**config.mk**
```make
export PLATFORM = sky130hd
export DESIGN_NAME = pattern_serializer
export DESIGN_NICKNAME = d
export VERILOG_FILES = /design/src/rtl/pattern_serializer.sv
export SDC_FILE = /design/constraint.sdc
export NUM_CORES = 1
export LEC_CHECK = 0
export CORE_MARGIN = 8
export CORE_UTILIZATION = 55
export DETAILED_ROUTE_END_ITERATION = 6
export DONT_BUFFER_PORTS = 1
export GPL_ROUTABILITY_DRIVEN = 0
export MAX_ROUTING_LAYER = met4
export PLACE_DENSITY_LB_ADDON = 0.12
export SETUP_SLACK_MARGIN = 0.3
export SLEW_MARGIN = 20
export SYNTH_ARGS = -nofsm -noshare
export SYNTH_HDL_FRONTEND = slang
export SYNTH_SLANG_ARGS = --single-unit
```
**constraint.sdc**
```tcl
create_clock -name clk -period 2.7 [get_ports clk]
set_clock_uncertainty 0.05 [all_clocks]
set_input_delay 0.405 -clock clk [delete_from_list [all_inputs] [get_ports clk]]
set_output_delay 0.405 -clock clk [all_outputs]
set_load 0.05 [all_outputs]
```
**src/rtl/pattern_serializer.sv**
```systemverilog
// rtl/pattern_serializer.sv - captures one word per valid/ready handshake and sends it as a serial frame
module pattern_serializer #(
    parameter int DATA_W    = 8,
    parameter int CLK_DIV   = 4,
    parameter int PARITY_EN = 1,
    parameter int MSB_FIRST = 1
) (
    input  logic              clk,
    input  logic              rst_n,
    input  logic [DATA_W-1:0] in_data,
    input  logic              in_valid,
    output logic              in_ready,
    output logic              ser_out,
    output logic              busy,
    output logic              frame_done
);

    localparam int DIV_W = (CLK_DIV > 1) ? $clog2(CLK_DIV) : 1;
    localparam int BIT_W = (DATA_W > 1) ? $clog2(DATA_W) : 1;
    localparam logic [DIV_W-1:0] DIV_MAX = DIV_W'(CLK_DIV - 1);
    localparam logic [BIT_W-1:0] BIT_MAX = BIT_W'(DATA_W - 1);

    localparam logic [2:0] S_IDLE   = 3'd0;
    localparam logic [2:0] S_START  = 3'd1;
    localparam logic [2:0] S_DATA   = 3'd2;
    localparam logic [2:0] S_PARITY = 3'd3;
    localparam logic [2:0] S_STOP   = 3'd4;

    logic [2:0]        state, nxt_state;
    logic [DIV_W-1:0]  div_cnt, nxt_div;
    logic [BIT_W-1:0]  bit_cnt, nxt_bit;
    logic [DATA_W-1:0] shift_reg, nxt_shift;
    logic              par_bit, nxt_par;
    logic              nxt_ser;

    always_comb begin
        nxt_state = state;
        nxt_div   = div_cnt;
        nxt_bit   = bit_cnt;
        nxt_shift = shift_reg;
        nxt_par   = par_bit;
        if (state == S_IDLE) begin
            if (in_valid && in_ready) begin
                nxt_state = S_START;
                nxt_shift = in_data;
                nxt_par   = ^in_data;
                nxt_div   = '0;
                nxt_bit   = '0;
            end
        end else if (div_cnt == DIV_MAX) begin
            nxt_div = '0;
            case (state)
                S_START: begin
                    nxt_state = S_DATA;
                    nxt_bit   = '0;
                end
                S_DATA: begin
                    if (bit_cnt == BIT_MAX) begin
                        nxt_state = (PARITY_EN != 0) ? S_PARITY : S_STOP;
                    end else begin
                        nxt_bit   = bit_cnt + 1'b1;
                        nxt_shift = (MSB_FIRST != 0) ? (shift_reg << 1) : (shift_reg >> 1);
                    end
                end
                S_PARITY: nxt_state = S_STOP;
                default:  nxt_state = S_IDLE;
            endcase
        end else begin
            nxt_div = div_cnt + 1'b1;
        end
    end

    // Outputs are registered from the next-state view so they line up with the state they describe.
    always_comb begin
        nxt_ser = 1'b1;
        case (nxt_state)
            S_START:  nxt_ser = 1'b0;
            S_DATA:   nxt_ser = (MSB_FIRST != 0) ? nxt_shift[DATA_W-1] : nxt_shift[0];
            S_PARITY: nxt_ser = nxt_par;
            default:  nxt_ser = 1'b1;
        endcase
    end

    always_ff @(posedge clk or negedge rst_n) begin
        if (!rst_n) begin
            state      <= S_IDLE;
            div_cnt    <= '0;
            bit_cnt    <= '0;
            shift_reg  <= '0;
            par_bit    <= 1'b0;
            ser_out    <= 1'b1;
            in_ready   <= 1'b1;
            busy       <= 1'b0;
            frame_done <= 1'b0;
        end else begin
            state      <= nxt_state;
            div_cnt    <= nxt_div;
            bit_cnt    <= nxt_bit;
            shift_reg  <= nxt_shift;
            par_bit    <= nxt_par;
            ser_out    <= nxt_ser;
            in_ready   <= (nxt_state == S_IDLE);
            busy       <= (nxt_state != S_IDLE);
            frame_done <= (nxt_state == S_STOP) && (nxt_div == DIV_MAX);
        end
    end

endmodule

```
==> qor.csv <==
stage,metric,value,unit
synthesis,synthesized area per cell,11.3,sq um
critical_path,worst r2r dst,ser_out,
timing,f_max,459,MHz
outcome,failing checks,hold timing,
routing,DR WL/cell,16.1,um
clock_tree,total CTS buffers,3,
critical_path,Critical Path Sink,ser_out,
clock_tree,CTS Sinks,21,
clock_tree,Clock Tree Buf Depth,2,
synthesis,synth unique cells,35,
critical_path,kind of critical path,flop to flop,
global_routing,All-Layer GR Usage,0.126,
global_routing,vias in the first global route,754,
critical_path,CP Capture Type,flop,
critical_path,R2R setup slack,0.52,ns
layout,max reg flops,8,
flow_run,max cap viols,0,
clock_tree,CTS root buffer,clkbuf_4,
routing,vias post-DR,728,
floorplanning,DIE HEIGHT,60.2,um
routing,via/cell ratio,5.97,
timing,setup violators final,0,
place,IO buf count,0,
layout,nets,110,
timing,Worst Tran Pin Value,0.615,ns
routing,initial DRC count,47,
critical_path,Worst Path Required,2.86,ns
routing,WL final,1970,um
layout,Diodes inserted,0,
floorplanning,Die W,60.2,um
floorplanning,Cell Rows,16,
synthesis,Seq cells post-synth,21,
routing,post-route ant nets,0,
synthesis,"Seq/Total Area, Yosys",0.491,
layout,most frequent cells in the layout,"dfrtp_1, inv_1, a222oi_1, xnor2_1, nand2_1",
synthesis,Mapped Cells,95,
synthesis,syn_nets,109,
clock_tree,CTS tree,done,
clock_tree,total setup buffers inserted after CTS,0,
synthesis,"FFs w/ async S/R, synth",1.00,
timing,final setup TNS,0,ns
critical_path,worst reg-to-reg path cell count,6,
timing,Final Worst Setup Slack,0.520,ns
pwr,worst vdd ir,0.806,mV
pwr,PwrDens,1140,nW/um^2
synthesis,Post-synth EDFFs,0,
synthesis,top cell type's share of synthesized area,0.442,
floorplanning,Initial Util,0.565,
routing,Pre-antenna DRT Iters,4,
pwr,Pleak,0.519,nW
layout,synth-to-layout area growth,2.56,%
place,dpl ws,0.538,ns
synthesis,synth top area cells,"dfrtp_1, a222oi_1, xnor2_1",
layout,layout cells sized above 1,0.179,
timing,final hold vios,5,
clock_tree,Hold Buf Count CTS,1,
timing,Final period util,0.807,
timing,Slew HR,0.588,
floorplanning,CORE AREA,1900,sq um
timing,RSZ-0062 raised after global routing,false,
clock_tree,worst skew pair latency,0.29,ns
worst_hold_path,Tightest Hold Check Type,primary input to async pin,
clock_tree,H-tree Lvls,1,
global_routing,GR Overflow Total,0,
synthesis,synthesized area,1070,sq um
critical_path,CP startpoint,bit_cnt[0],
critical_path,Crit Path Max Fanout,8,
clock_tree,register clock-pin slew on the reported worst setup and hold paths,0.11,ns
routing,DRC Markers,0,
layout,"commonest non-fill, non-tap cell in the layout",dfrtp_1,
timing,final hold slack,-0.00196,ns
global_routing,first-pass GRT wire length,3350,um
clock_tree,post-cts gate resize count,0,
outcome,status,finished with violations,
critical_path,Reg2Reg Launch Point,bit_cnt[0],
floorplanning,IO Count,15,
timing,minimum clock period,2.18,ns
critical_path,Critical Path Source Type,flop,
critical_path,CP arrival,2.34,ns
synthesis,Main synth FF type,dfrtp_1,
timing,max-slew violations,0,
place,dpl hpwl,1470,um
synthesis,warning count from the yosys run,0,
global_routing,initial antenna violation count,0,
global_routing,largest net degree at the start of global routing,22,
floorplanning,die area,3620,sq um
synthesis,Synth area leader,dfrtp_1,
synth_stat cells, types with 2 or more instances:
library cell,n
dfrtp_1,19
nand3b_1,3
a222oi_1,7
o21ai_0,2
a21oi_1,2
inv_1,9
ha_1,3
xnor2_1,7
mux2_2,2
dfstp_2,2
nand2_1,4
nand3_1,3
buf_6,2
buf_2,3
and2b_2,2
a22o_1,2
or2_2,3
nor2_1,3
report_power, final:
part           switching [mW]  leakage (nW)  internal, mW
clock                  0.0853        0.0150        0.0574
combinational           0.242         0.239         0.226
sequential              0.189         0.266         0.452
total                   0.516         0.519         0.735
routing by layer:
layer,track usage,up-vias,share of wire
met5,-,-,0
met4,0.0612,0,0.0071
met3,0.0344,2,0.074
met2,0.204,19,0.48
met1,0.140,359,0.44
li1,-,348,-
cell families after synthesis:
kind of cell,count (synthesis),share of synthesized area
muxes,2,0.0210
xor gates and xnor gates,7,0.0570
DFF,21,0.491
and+or+nand+nor,25,0.148
adders and majority gates,3,0.0349
buffers and inverters,14,0.0663
AOI/OAI and AO/OA,23,0.182
worst max-delay path, cell delays in order (launching register included):
cell and delay [ns]:
dfrtp_1 0.40, ha_1 0.20, ha_1 0.20, nand2b_4 0.16, a2111o_1 0.54, a222oi_1 0.39
o2111ai_1 0.16
worst min-delay path by stage:
stage	cells after the start	from	end
finish	1	rst_n	state[1]
global route	1	rst_n	state[1]
CTS	2	in_data[4]	shift_reg[4]
detailed placement	0	rst_n	bit_cnt[1]
global placement	0	rst_n	bit_cnt[2]
floorplan	0	rst_n	bit_cnt[0]
area by class of cell:
cell class / instances / area [sq um]
Inverter: 9 / 33.8
Multi-Input combinational cell: 60 / 475
Clock buffer: 4 / 26.3
Sequential cell: 21 / 528
Tap cell: 27 / 33.8
Timing Repair Buffer: 1 / 5.00
Fill cell: 166 / 800
through the flow:
stage / std cells / power [mW] / utilization / area, sq um
final: 122 / 1.25 / 0.580 / 1100
after global routing: 122 / 1.36 / 0.580 / 1100
after CTS: 122 / 1.26 / 0.582 / 1110
after detailed placement: 117 / 1.11 / 0.563 / 1070
after global placement: 117 / 1.09 / 0.563 / 1070
after floorplan: 95 / 1.03 / - / 1070
Note: power is estimated with default switching activity, not from simulation.
